File: src/rtl/shooter_pkg.sv
// Shared definitions for the shooter game sprite blocks.
//
// Contents:
//   SPRITE_SIZE   - edge length of a square sprite, in pixels
//   TRANSPARENT   - RGB332 colour key that the pixel mux treats as "no pixel"
//   enemy_state_t - enemy life cycle: ROAM, DYING, DEAD
//   dir_t         - horizontal travel direction: RIGHT, LEFT
package shooter_pkg;

  localparam int         SPRITE_SIZE = 16;
  localparam logic [7:0] TRANSPARENT = 8'hBB;

  typedef enum logic [1:0] {
    ROAM,
    DYING,
    DEAD
  } enemy_state_t;

  typedef enum logic {
    RIGHT,
    LEFT
  } dir_t;

endpackage

File: src/rtl/enemy_sprite_engine_if.sv
// Address/data link between the enemy sprite engine and the 16x16 sprite ROM.
//
// Signals:
//   rom_row  - sprite row address (engine -> ROM)
//   rom_col  - sprite column address (engine -> ROM)
//   rom_data - RGB332 colour, valid one clock after the address (ROM -> engine)
//
// Modports:
//   master - the sprite engine (drives the address, consumes the colour)
//   slave  - the sprite ROM
interface enemy_sprite_engine_if;

  logic [3:0] rom_row;
  logic [3:0] rom_col;
  logic [7:0] rom_data;

  modport master (output rom_row, output rom_col, input rom_data);
  modport slave  (input rom_row, input rom_col, output rom_data);

endinterface

File: src/rtl/enemy_motion_ctrl.sv
// Enemy life-cycle FSM plus position, direction and frame counters.
// Everything advances only on frame_tick, except hit which is taken
// immediately while roaming.
//
// Ports:
//   clk, reset_n        - clock, synchronous active-low reset
//   frame_tick          - one-cycle pulse per frame
//   hit                 - one-cycle bullet collision pulse
//   pos_x, pos_y        - top-left corner of the sprite
//   dir                 - current horizontal direction
//   visible             - sprite should be drawn this frame (blinks while dying)
//   alive               - high only while roaming
module enemy_motion_ctrl
  import shooter_pkg::*;
#(
  parameter logic [9:0] X_START        = 10'd32,
  parameter logic [9:0] Y_START        = 10'd32,
  parameter logic [9:0] X_MAX          = 10'd640,
  parameter logic [9:0] Y_MAX          = 10'd480,
  parameter logic [9:0] SPEED          = 10'd2,
  parameter logic [9:0] DROP           = 10'd16,
  parameter logic [5:0] DYING_FRAMES   = 6'd32,
  parameter logic [7:0] RESPAWN_FRAMES = 8'd120
) (
  input  logic       clk,
  input  logic       reset_n,
  input  logic       frame_tick,
  input  logic       hit,
  output logic [9:0] pos_x,
  output logic [9:0] pos_y,
  output dir_t       dir,
  output logic       visible,
  output logic       alive
);

  // Limits kept at 11 bits so the edge comparisons cannot wrap.
  localparam logic [10:0] X_LIM = {1'b0, X_MAX} - 11'(SPRITE_SIZE);
  localparam logic [10:0] Y_LIM = {1'b0, Y_MAX} - 11'(SPRITE_SIZE);

  enemy_state_t state, state_n;
  logic [9:0]   pos_x_n, pos_y_n;
  dir_t         dir_n;
  logic [5:0]   dcnt, dcnt_n;
  logic [7:0]   rcnt, rcnt_n;
  logic [10:0]  nx, ny;
  logic         bump;

  always_ff @(posedge clk) begin
    if (!reset_n) begin
      state <= ROAM;
      pos_x <= X_START;
      pos_y <= Y_START;
      dir   <= RIGHT;
      dcnt  <= '0;
      rcnt  <= '0;
    end else begin
      state <= state_n;
      pos_x <= pos_x_n;
      pos_y <= pos_y_n;
      dir   <= dir_n;
      dcnt  <= dcnt_n;
      rcnt  <= rcnt_n;
    end
  end

  always_comb begin
    state_n = state;
    pos_x_n = pos_x;
    pos_y_n = pos_y;
    dir_n   = dir;
    dcnt_n  = dcnt;
    rcnt_n  = rcnt;
    nx      = {1'b0, pos_x} + {1'b0, SPEED};
    ny      = {1'b0, pos_y} + {1'b0, DROP};
    bump    = 1'b0;
    visible = 1'b0;
    alive   = 1'b0;

    case (state)
      ROAM: begin
        visible = 1'b1;
        alive   = 1'b1;
        // A hit in the same cycle as a frame tick freezes the sprite in place.
        if (hit) begin
          state_n = DYING;
          dcnt_n  = '0;
        end else if (frame_tick) begin
          if (dir == RIGHT) begin
            if (nx > X_LIM) begin
              pos_x_n = X_LIM[9:0];
              dir_n   = LEFT;
              bump    = 1'b1;
            end else begin
              pos_x_n = nx[9:0];
            end
          end else begin
            // Checked before subtracting so pos_x never underflows.
            if (pos_x < SPEED) begin
              pos_x_n = '0;
              dir_n   = RIGHT;
              bump    = 1'b1;
            end else begin
              pos_x_n = pos_x - SPEED;
            end
          end
          if (bump) begin
            pos_y_n = (ny > Y_LIM) ? Y_START : ny[9:0];
          end
        end
      end

      DYING: begin
        // Bit 2 gives four frames off, four frames on.
        visible = dcnt[2];
        if (frame_tick) begin
          if (dcnt == DYING_FRAMES - 6'd1) begin
            state_n = DEAD;
            rcnt_n  = '0;
          end else begin
            dcnt_n = dcnt + 6'd1;
          end
        end
      end

      DEAD: begin
        if (frame_tick) begin
          if (rcnt == RESPAWN_FRAMES - 8'd1) begin
            state_n = ROAM;
            pos_x_n = X_START;
            pos_y_n = Y_START;
            dir_n   = RIGHT;
          end else begin
            rcnt_n = rcnt + 8'd1;
          end
        end
      end

      default: begin
        state_n = ROAM;
      end
    endcase
  end

endmodule

File: src/rtl/enemy_sprite_engine.sv
// Enemy sprite engine: owns one enemy (via enemy_motion_ctrl) and renders it.
// For every VGA pixel it addresses the sprite ROM, waits one clock for the
// colour, applies the transparency key and registers enemy_on/rgb_out.
// Latency from x/y to enemy_on/rgb_out is two clocks.
//
// Ports:
//   clk, reset_n      - clock, synchronous active-low reset
//   x, y, video_on    - current pixel from vga_sync
//   frame_tick, hit   - per-frame pulse, bullet collision pulse
//   rom               - sprite ROM link (master side)
//   enemy_on, rgb_out - draw flag and RGB332 colour (0 when not drawn)
//   pos_x, pos_y      - sprite top-left corner
//   alive             - high while roaming
//
// Build option: define ENEMY_MIRROR_EN to mirror the sprite horizontally
// while it travels left.
module enemy_sprite_engine
  import shooter_pkg::*;
#(
  parameter logic [9:0] X_START        = 10'd32,
  parameter logic [9:0] Y_START        = 10'd32,
  parameter logic [9:0] X_MAX          = 10'd640,
  parameter logic [9:0] Y_MAX          = 10'd480,
  parameter logic [9:0] SPEED          = 10'd2,
  parameter logic [9:0] DROP           = 10'd16,
  parameter logic [5:0] DYING_FRAMES   = 6'd32,
  parameter logic [7:0] RESPAWN_FRAMES = 8'd120
) (
  input  logic                  clk,
  input  logic                  reset_n,
  input  logic [9:0]            x,
  input  logic [9:0]            y,
  input  logic                  video_on,
  input  logic                  frame_tick,
  input  logic                  hit,
  enemy_sprite_engine_if.master rom,
  output logic                  enemy_on,
  output logic [7:0]            rgb_out,
  output logic [9:0]            pos_x,
  output logic [9:0]            pos_y,
  output logic                  alive
);

  dir_t       dir;
  logic       visible;
  logic       in_box;
  logic [3:0] col_off;
  logic       in_box_d, video_on_d, visible_d;
  logic       draw;

  enemy_motion_ctrl #(
    .X_START        (X_START),
    .Y_START        (Y_START),
    .X_MAX          (X_MAX),
    .Y_MAX          (Y_MAX),
    .SPEED          (SPEED),
    .DROP           (DROP),
    .DYING_FRAMES   (DYING_FRAMES),
    .RESPAWN_FRAMES (RESPAWN_FRAMES)
  ) u_motion (
    .clk        (clk),
    .reset_n    (reset_n),
    .frame_tick (frame_tick),
    .hit        (hit),
    .pos_x      (pos_x),
    .pos_y      (pos_y),
    .dir        (dir),
    .visible    (visible),
    .alive      (alive)
  );

  // Box test at 11 bits so pos+16 near the screen edge cannot wrap.
  assign in_box = ({1'b0, x} >= {1'b0, pos_x}) &&
                  ({1'b0, x} <  {1'b0, pos_x} + 11'(SPRITE_SIZE)) &&
                  ({1'b0, y} >= {1'b0, pos_y}) &&
                  ({1'b0, y} <  {1'b0, pos_y} + 11'(SPRITE_SIZE));

  // Only the low nibble of the offset addresses the ROM; outside the box
  // the address is don't-care.
  assign col_off     = x[3:0] - pos_x[3:0];
  assign rom.rom_row = y[3:0] - pos_y[3:0];

`ifdef ENEMY_MIRROR_EN
  assign rom.rom_col = (dir == LEFT) ? (4'd15 - col_off) : col_off;
`else
  logic unused_dir;
  assign unused_dir  = dir;
  assign rom.rom_col = col_off;
`endif

  // Stage 1: hold the qualifiers while the ROM looks up the colour.
  always_ff @(posedge clk) begin
    if (!reset_n) begin
      in_box_d   <= 1'b0;
      video_on_d <= 1'b0;
      visible_d  <= 1'b0;
    end else begin
      in_box_d   <= in_box;
      video_on_d <= video_on;
      visible_d  <= visible;
    end
  end

  assign draw = in_box_d & video_on_d & visible_d & (rom.rom_data != TRANSPARENT);

  // Stage 2: registered outputs to the pixel mux.
  always_ff @(posedge clk) begin
    if (!reset_n) begin
      enemy_on <= 1'b0;
      rgb_out  <= 8'h00;
    end else begin
      enemy_on <= draw;
      rgb_out  <= draw ? rom.rom_data : 8'h00;
    end
  end

endmodule

File: src/flat_wrapper.sv
// flat-port wrapper written by rule: the top's interface ports become plain ports
module enemy_sprite_engine_flat import shooter_pkg::*;
#(
  parameter logic [9:0] X_START        = 10'd32,
  parameter logic [9:0] Y_START        = 10'd32,
  parameter logic [9:0] X_MAX          = 10'd640,
  parameter logic [9:0] Y_MAX          = 10'd480,
  parameter logic [9:0] SPEED          = 10'd2,
  parameter logic [9:0] DROP           = 10'd16,
  parameter logic [5:0] DYING_FRAMES   = 6'd32,
  parameter logic [7:0] RESPAWN_FRAMES = 8'd120
)
  (clk, reset_n, x, y, video_on, frame_tick, hit, enemy_on, rgb_out, pos_x, pos_y, alive, rom_rom_row, rom_rom_col, rom_rom_data);
  enemy_sprite_engine_if rom_i ();
  input  logic clk;
  input  logic reset_n;
  input  logic [9:0] x;
  input  logic [9:0] y;
  input  logic video_on;
  input  logic frame_tick;
  input  logic hit;
  output logic enemy_on;
  output logic [7:0] rgb_out;
  output logic [9:0] pos_x;
  output logic [9:0] pos_y;
  output logic alive;
  output wire logic [$bits(rom_i.rom_row)-1:0] rom_rom_row;
  output wire logic [$bits(rom_i.rom_col)-1:0] rom_rom_col;
  input wire logic [$bits(rom_i.rom_data)-1:0] rom_rom_data;
  assign rom_rom_row = rom_i.rom_row;
  assign rom_rom_col = rom_i.rom_col;
  assign rom_i.rom_data = rom_rom_data;
  enemy_sprite_engine #(.X_START(X_START), .Y_START(Y_START), .X_MAX(X_MAX), .Y_MAX(Y_MAX), .SPEED(SPEED), .DROP(DROP), .DYING_FRAMES(DYING_FRAMES), .RESPAWN_FRAMES(RESPAWN_FRAMES)) u_core (.clk(clk), .reset_n(reset_n), .x(x), .y(y), .video_on(video_on), .frame_tick(frame_tick), .hit(hit), .rom(rom_i), .enemy_on(enemy_on), .rgb_out(rgb_out), .pos_x(pos_x), .pos_y(pos_y), .alive(alive));
endmodule
File: config.mk
export PLATFORM = sky130hd
export DESIGN_NAME = enemy_sprite_engine_flat
export DESIGN_NICKNAME = d
export VERILOG_FILES = /design/src/rtl/shooter_pkg.sv /design/src/rtl/enemy_sprite_engine_if.sv /design/src/rtl/enemy_motion_ctrl.sv /design/src/rtl/enemy_sprite_engine.sv /design/src/flat_wrapper.sv
export SDC_FILE = /design/constraint.sdc
export NUM_CORES = 1
export LEC_CHECK = 0
export ABC_CLOCK_PERIOD_IN_PS = 6150
export CAP_MARGIN = 20
export CELL_PAD_IN_SITES_DETAIL_PLACEMENT = 0
export CELL_PAD_IN_SITES_GLOBAL_PLACEMENT = 2
export CORE_ASPECT_RATIO = 0.6
export CORE_MARGIN = 4
export CORE_UTILIZATION = 29
export DETAILED_ROUTE_END_ITERATION = 8
export PLACE_DENSITY_LB_ADDON = 0.1
export SLEW_MARGIN = 0
export SYNTH_ARGS = -nofsm -noshare
export SYNTH_HDL_FRONTEND = slang
export SYNTH_HIERARCHICAL = 1
export SYNTH_SLANG_ARGS = --single-unit
File: constraint.sdc
create_clock -name clk -period 6.15 [get_ports clk]
set_clock_uncertainty 0.05 [all_clocks]
set_input_delay 1.845 -clock clk [delete_from_list [all_inputs] [get_ports clk]]
set_output_delay 1.845 -clock clk [all_outputs]
set_load 0.02 [all_outputs]
==> results of run 1 <==
kinds of logic after synthesis:
group | Yosys count | synth area share
and+or+nand+nor | 176 | 0.275
AOI/OAI and AO/OA | 108 | 0.198
buffers and inverters | 57 | 0.0688
DFF | 44 | 0.235
adders and majority gates | 42 | 0.144
xor gates and xnor gates | 28 | 0.0675
muxes | 4 | 0.0110
other | 1 | 0.00100
metrics by stage:
step           hold WS [ns]  instance area (sq um)  setup slack [ns]
2_1_floorplan         0.422                   3760              1.42
3_3_place_gp          0.441                   4500             0.520
3_5_place_dp          0.447                   4500             0.500
4_1_cts               0.458                   4670             0.491
5_1_grt               0.490                   4670             0.397
6_report              0.464                   4670             0.496
worst max-delay path by stage:
stage,from,end,slack [ns],depth (start not counted)
detailed placement,x[1],rom_rom_col[3],0.50,6
floorplan,x[2],rom_rom_col[3],1.42,4
finish,x[2],rom_rom_col[3],0.50,6
global placement,y[1],rom_rom_row[3],0.52,6
global route,x[1],rom_rom_col[3],0.40,6
CTS,x[1],rom_rom_col[3],0.49,6
cell usage after synthesis (3+ instances only):
cell	count
o2111ai_1	3
nor2_1	29
o21ai_0	20
a21boi_0	5
o21a_1	9
buf_4	8
and3_1	5
buf_2	4
xnor2_1	17
nand3b_1	7
ha_1	40
mux2i_1	3
and2_1	13
a21o_1	4
o22ai_1	3
a21oi_1	28
dfxtp_1	44
nand2b_1	12
nor3_1	6
xor2_1	10
inv_1	36
nor2b_1	7
and4_1	4
nand4b_1	3
or2_2	3
nand4_1	6
nand2_1	40
a31oi_1	3
clkbuf_1	7
nand3_1	18
nor3b_1	7
metal layers:
metal | vias up | share of wire | GRT usage | routed length (um)
li1 | 1746 | - | - | -
met3 | 5 | 0.040 | 0.0310 | 403
met5 | - | 0 | 0 | 0
met4 | 0 | 0.0062 | 0.0257 | 62
met1 | 1551 | 0.59 | 0.220 | 5900
met2 | 63 | 0.36 | 0.185 | 3610
power breakdown:
part           internal, W  switching [W]  total (W)  leakage [nW]
logic            0.0000664      0.0000680   0.000134          1.26
clock network     0.000191       0.000118   0.000309        0.0808
registers         0.000288     0.00000434   0.000292         0.356
total             0.000546       0.000190   0.000736          1.70
worst max-delay path, stage by stage:
cell and delay, ns:
clkdlybuf4s50_1 0.41, ha_1 0.35, nand2_1 0.06, o21ai_0 0.27, xor2_1 0.18, clkdlybuf4s50_1 0.63
state kept, by name, summed over array words and instances, names as in the netlist:
signal,cells
u_core/u_motion/rcnt,8
u_core/enemy_on,1
u_core/u_motion/dcnt,6
u_core/video_on_d,1
u_core/u_motion/state,2
u_core/u_motion/dir,1
u_core/u_motion/pos_x,9
u_core/in_box_d,1
u_core/rgb_out,8
u_core/visible_d,1
u_core/u_motion/pos_y,6
area by class of cell:
type,instances,area (sq um),share of cell area
clock buffers,6,129,0.0276
multi-input cells,363,2620,0.562
inverters,36,135,0.0290
well taps,165,206,0.0442
flip-flops and latches,44,881,0.189
repair buffers,66,658,0.141
clock inverters,2,35.0,0.00751
==> metrics, run 1 <==
maximum clock rate 177 MHz; Post-Syn Area per Cell slightly above 8 sq um; antenna-violating nets left 0; most common cell after layout, fill and taps aside clkdlybuf4s50_1; Post-Syn Instances 460; worst relative slew slack 0.329; PortBufs 65; Die H roughly 96 um; routability congestion estimate 0.776; Die Width about 150 um; Max-cap violations 0; Leakage 1.70 nW; die area 14,900 sq um; sequential area share after synthesis 0.235; IO Pins 71; RSZ-0062 raised after global routing false; DP HPWL ~7.7 mm; Starting DRT DRC Count about 180; FF-to-FF End u_core/u_motion/pos_x[6]; Final #Nets 591; Resize count post-CTS 0; Area Overhead vs Synth 24.6%; worst endpoint data arrival time between 3 and 4 ns; Final Routed Wirelength 9.97 mm; share of cells above drive strength 1 0.0619; Skew-Pair Late Insertion Delay 0.29 ns; per-cell routed wire length about 15 um; Util after Layout 0.378; Core ar. 12,300 sq um; Initial Utilization 0.304; Post-synth EDFFs 0; DRC violations left 0; CTS H-tree lvls 2; fin cells between 600 and 700; via count 3,365; period utilization 0.919; Max Slew Vio Count 0; PD cells 158 nW/um^2; cell accounting for the most synthesized area dfxtp_1; num rows 31; Worst Hold Class flop to flop; Hold EP u_core/u_motion/dcnt[5]; Setup CP Type input port to output port; sinks on the clock net 44; CTS Buf Count 5; min-delay src u_core/u_motion/dcnt[5]; library cells used by synthesis 74; CTS tree yes; Peak VDD IR 0.0000702 V; first-pass GRT wire length 16.6 mm; Synth Flop Type dfxtp_1; reg2reg path depth 9; diode count 0; CP endpoint kind output port; Tmin final 5.65 ns; yosys warns 6; Post-CTS Setup Inserts 0; share of the synthesized area in the top cell type 0.235; Fin. Hold Viols 0; Max FO, Critical Path 4; Clk Tree Root Cell clkbuf_16; # fillers 1,275; Yosys reg bits 44; initial antenna violation count 0; Setup violations, final 0; Cells after DPL 674; hold depth 2; ys async rst share 0; pin count of the biggest net entering global routing 18; Setup Total Neg Slack 0 ns; most frequent cells in the layout clkdlybuf4s50_1, dfxtp_1, nand2_1, ha_1, inv_1; worst slew pin tran roughly 1.0 ns; Setup crit start kind input port; synthesized area 3750 sq um; GR Overflow Total 0; vias in the first global route roughly 3.2k; Tot Pwr 0.000736 W; R2R setup slack 3.15 ns; Reg2Reg Launch Point u_core/u_motion/pos_x[1]; Clk pin slew, worst setup/hold paths around 0.06 ns; Via density 4.93; 1st-pass router iterations 4; Total GRT Usage 0.138; largest cells by area after synthesis dfxtp_1, ha_1, nand2_1; outcome finished, final reports clean; Worst EP required between 4 and 5 ns; Post-CTS Hold Buffers 0; Max clock buf depth 2
Note: power is estimated with default switching activity, not from simulation.
==> run 2: changes to the inputs <==
--- a/config.mk
+++ b/config.mk
@@ -5,13 +5,13 @@
 export SDC_FILE = /design/constraint.sdc
 export NUM_CORES = 1
 export LEC_CHECK = 0
-export ABC_CLOCK_PERIOD_IN_PS = 6150
+export ABC_CLOCK_PERIOD_IN_PS = 5200
 export CAP_MARGIN = 20
 export CELL_PAD_IN_SITES_DETAIL_PLACEMENT = 0
 export CELL_PAD_IN_SITES_GLOBAL_PLACEMENT = 2
 export CORE_ASPECT_RATIO = 0.6
 export CORE_MARGIN = 4
-export CORE_UTILIZATION = 29
+export CORE_UTILIZATION = 28
 export DETAILED_ROUTE_END_ITERATION = 8
 export PLACE_DENSITY_LB_ADDON = 0.1
 export SLEW_MARGIN = 0
==> constraint.sdc (replaced) <==
create_clock -name clk -period 5.2 [get_ports clk]
set_clock_uncertainty 0.05 [all_clocks]
set_input_delay 1.56 -clock clk [delete_from_list [all_inputs] [get_ports clk]]
set_output_delay 1.56 -clock clk [all_outputs]
set_load 0.02 [all_outputs]
==> run 2 against run 1 <==
Effect of this change:
- worst setup slack got worse by 0.38 ns
- sequential power increased by 18%
- power is 13% higher
- first-iteration DRC count decreased by 12%
- global-route usage is 0.43 points lower
- wire length increased by 2.3%
- register-to-register slack got worse by 0.98 ns
- clock power increased by 4%
- die area is 3.3% higher
- combinational power is 21% higher
- sequential cell count unchanged
- final cell count rose by 1.0%
- highest routed layer unchanged
==> metrics, run 2 (synthesized netlist as in run 1, its figures left out) <==
pin count of the biggest net entering global routing 19 (+1); Initial Utilization 0.289 (-0.0149); via count 3,357 (-0.24%); most frequent cells in the layout clkdlybuf4s50_1, dfxtp_1, nand2_1, ha_1, inv_1; fin cells 689 (+1.0%); worst slew pin tran 0.966 ns (-0.0340 ns); Setup Total Neg Slack 0 ns (unchanged); R2R setup slack 2.17 ns (-0.98 ns); Die H 97.6 um (+1.6%); Resize count post-CTS 0 (unchanged); worst relative slew slack 0.352 (+0.0228); Cells after DPL 681 (+1.0%); GR Overflow Total 0 (unchanged); Skew-Pair Late Insertion Delay 0.28 ns (about the same); DP HPWL 7.87 mm (+2.9%); Starting DRT DRC Count 154 (-12%); FF-to-FF End u_core/u_motion/pos_x[6]; Setup violations, final 0 (unchanged); Setup crit start kind input port; 1st-pass router iterations 4 (unchanged); Post-CTS Hold Buffers 0 (unchanged); IO Pins 71 (unchanged); share of cells above drive strength 1 0.0636 (+0.00169); Worst path slowest cell clkdlybuf4s50_1; Die Width 157 um (+1.7%); vias in the first global route 3,221 (+0.47%); Reg2Reg Launch Point u_core/u_motion/pos_x[1]; diode count 0 (unchanged); most common cell after layout, fill and taps aside clkdlybuf4s50_1; Largest regs u_core/u_motion/pos_x: 9 flops, u_core/rgb_out: 8 flops, u_core/u_motion/rcnt: 8 flops; max reg flops 9 (unchanged); RSZ-0062 raised after global routing false; Total GRT Usage 0.134 (-0.00426); crit path from x[1]; sinks on the clock net 44 (unchanged); num rows 32 (+3.2%); outcome finished, final reports clean; PortBufs 65 (unchanged); Clk Tree Root Cell clkbuf_16; crit path cell chain clkdlybuf4s50_1, ha_1, nand2_1, o21ai_0, xor2_1, clkdlybuf4s50_1; PD cells 177 nW/um^2 (+13%); crit path to rom_rom_col[3]; worst endpoint data arrival time 3.47 ns (-0.29 ns); Setup CP Type input port to output port; Max FO, Critical Path 2 (-2); Worst EP required 3.59 ns (-0.67 ns); routability congestion estimate 0.779 (+0.37%); period utilization 0.977; Tmin final between 5 and 6 ns; reg2reg path depth 9 (unchanged); Fin. Hold Viols 0 (unchanged); first-pass GRT wire length 17.1 mm (+2.6%); Leakage 1.70 nW (about the same); CTS Buf Count 5 (unchanged); Max Slew Vio Count 0 (unchanged); antenna-violating nets left 0 (unchanged); Max clock buf depth 2 (unchanged); Clk pin slew, worst setup/hold paths 0.06 ns (about the same); DRC violations left 0 (unchanged); Core ar. 13,000 sq um (+5.2%); die area 15,400 sq um (+3.3%); crit-path most repeated cell clkdlybuf4s50_1; CTS H-tree lvls 2 (unchanged); Max-cap violations 0 (unchanged); Worst Hold Class flop to flop; maximum clock rate a little under 200 MHz; Post-CTS Setup Inserts 0 (unchanged); Peak VDD IR 0.000109 V (+55%); Final #Nets 593 (+0.34%); initial antenna violation count 0 (unchanged); slowest stage delay, CP 0.62 ns (about the same); Area Overhead vs Synth 24.7% (about the same); register with the most flip-flops u_core/u_motion/pos_x; CTS tree yes; Final Routed Wirelength 10.2 mm (+2.3%); Via density 4.87 (-1.3%); CP endpoint kind output port; per-cell routed wire length 14.8 um (+1.3%)
==> run 2: changes by cell type in the layout (fill, tap and decap cells not counted) <==
cell       change
buf_4          +2
bufinv_16      -1
clkbuf_1       +1
clkbuf_8       +1
clkinv_2       -1
==> run 2: metrics by stage <==
step	util	hold WS (ns)	power, W	worst slack, ns	area (sq um)
floorplan	-	0.422	0.000445	1.04	3760
global placement	0.349	0.436	0.000513	0.175	4520
detailed placement	0.349	0.452	0.000514	0.114	4520
CTS	0.360	0.463	0.000844	0.0983	4670
global route	0.360	0.496	0.000871	0.0275	4670
finish	0.360	0.467	0.000829	0.119	4670
==> run 2: cell type report <==
class                           count  area [sq um]
Tap cell                          170           213
Timing Repair Buffer               68           673
Clock buffer                        8           146
Inverter                           36           135
Sequential cell                    44           881
Fill cell                        1385          8300
Multi-Input combinational cell    363          2620
==> run 2: critical path, delay by kind of cell <==
kind                     cells  cell delay (ns)
buffers and inverters        2             1.07
adder cells (fa/ha/maj)      1             0.33
AO/OA/AOI/OAI                1             0.27
XOR/XNOR                     1             0.19
AND/OR/NAND/NOR              1             0.05
==> run 2: per-layer routing <==
metal	up-vias	wire length [um]	global-route usage
met3	2	448	0.0258
met2	67	3820	0.176
met5	-	0	0
met4	0	35	0.0218
met1	1545	5900	0.221
li1	1743	-	-
==> run 2: how the worst min path moves through the flow <==
stage,from,endpoint,slack [ns],cells past startpoint
after floorplan,u_core/u_motion/dcnt[5],u_core/u_motion/dcnt[5],0.42,2
after global placement,u_core/u_motion/dcnt[5],u_core/u_motion/dcnt[5],0.44,2
after detailed placement,u_core/u_motion/dcnt[5],u_core/u_motion/dcnt[5],0.45,2
after CTS,u_core/u_motion/dcnt[5],u_core/u_motion/dcnt[5],0.46,2
after global routing,u_core/u_motion/dcnt[1],u_core/u_motion/dcnt[1],0.50,2
final,u_core/u_motion/dcnt[5],u_core/u_motion/dcnt[5],0.47,2
==> run 2: power breakdown <==
group          internal, W  switching (W)
clock network     0.000192       0.000130
logic            0.0000803      0.0000816
registers         0.000340     0.00000508
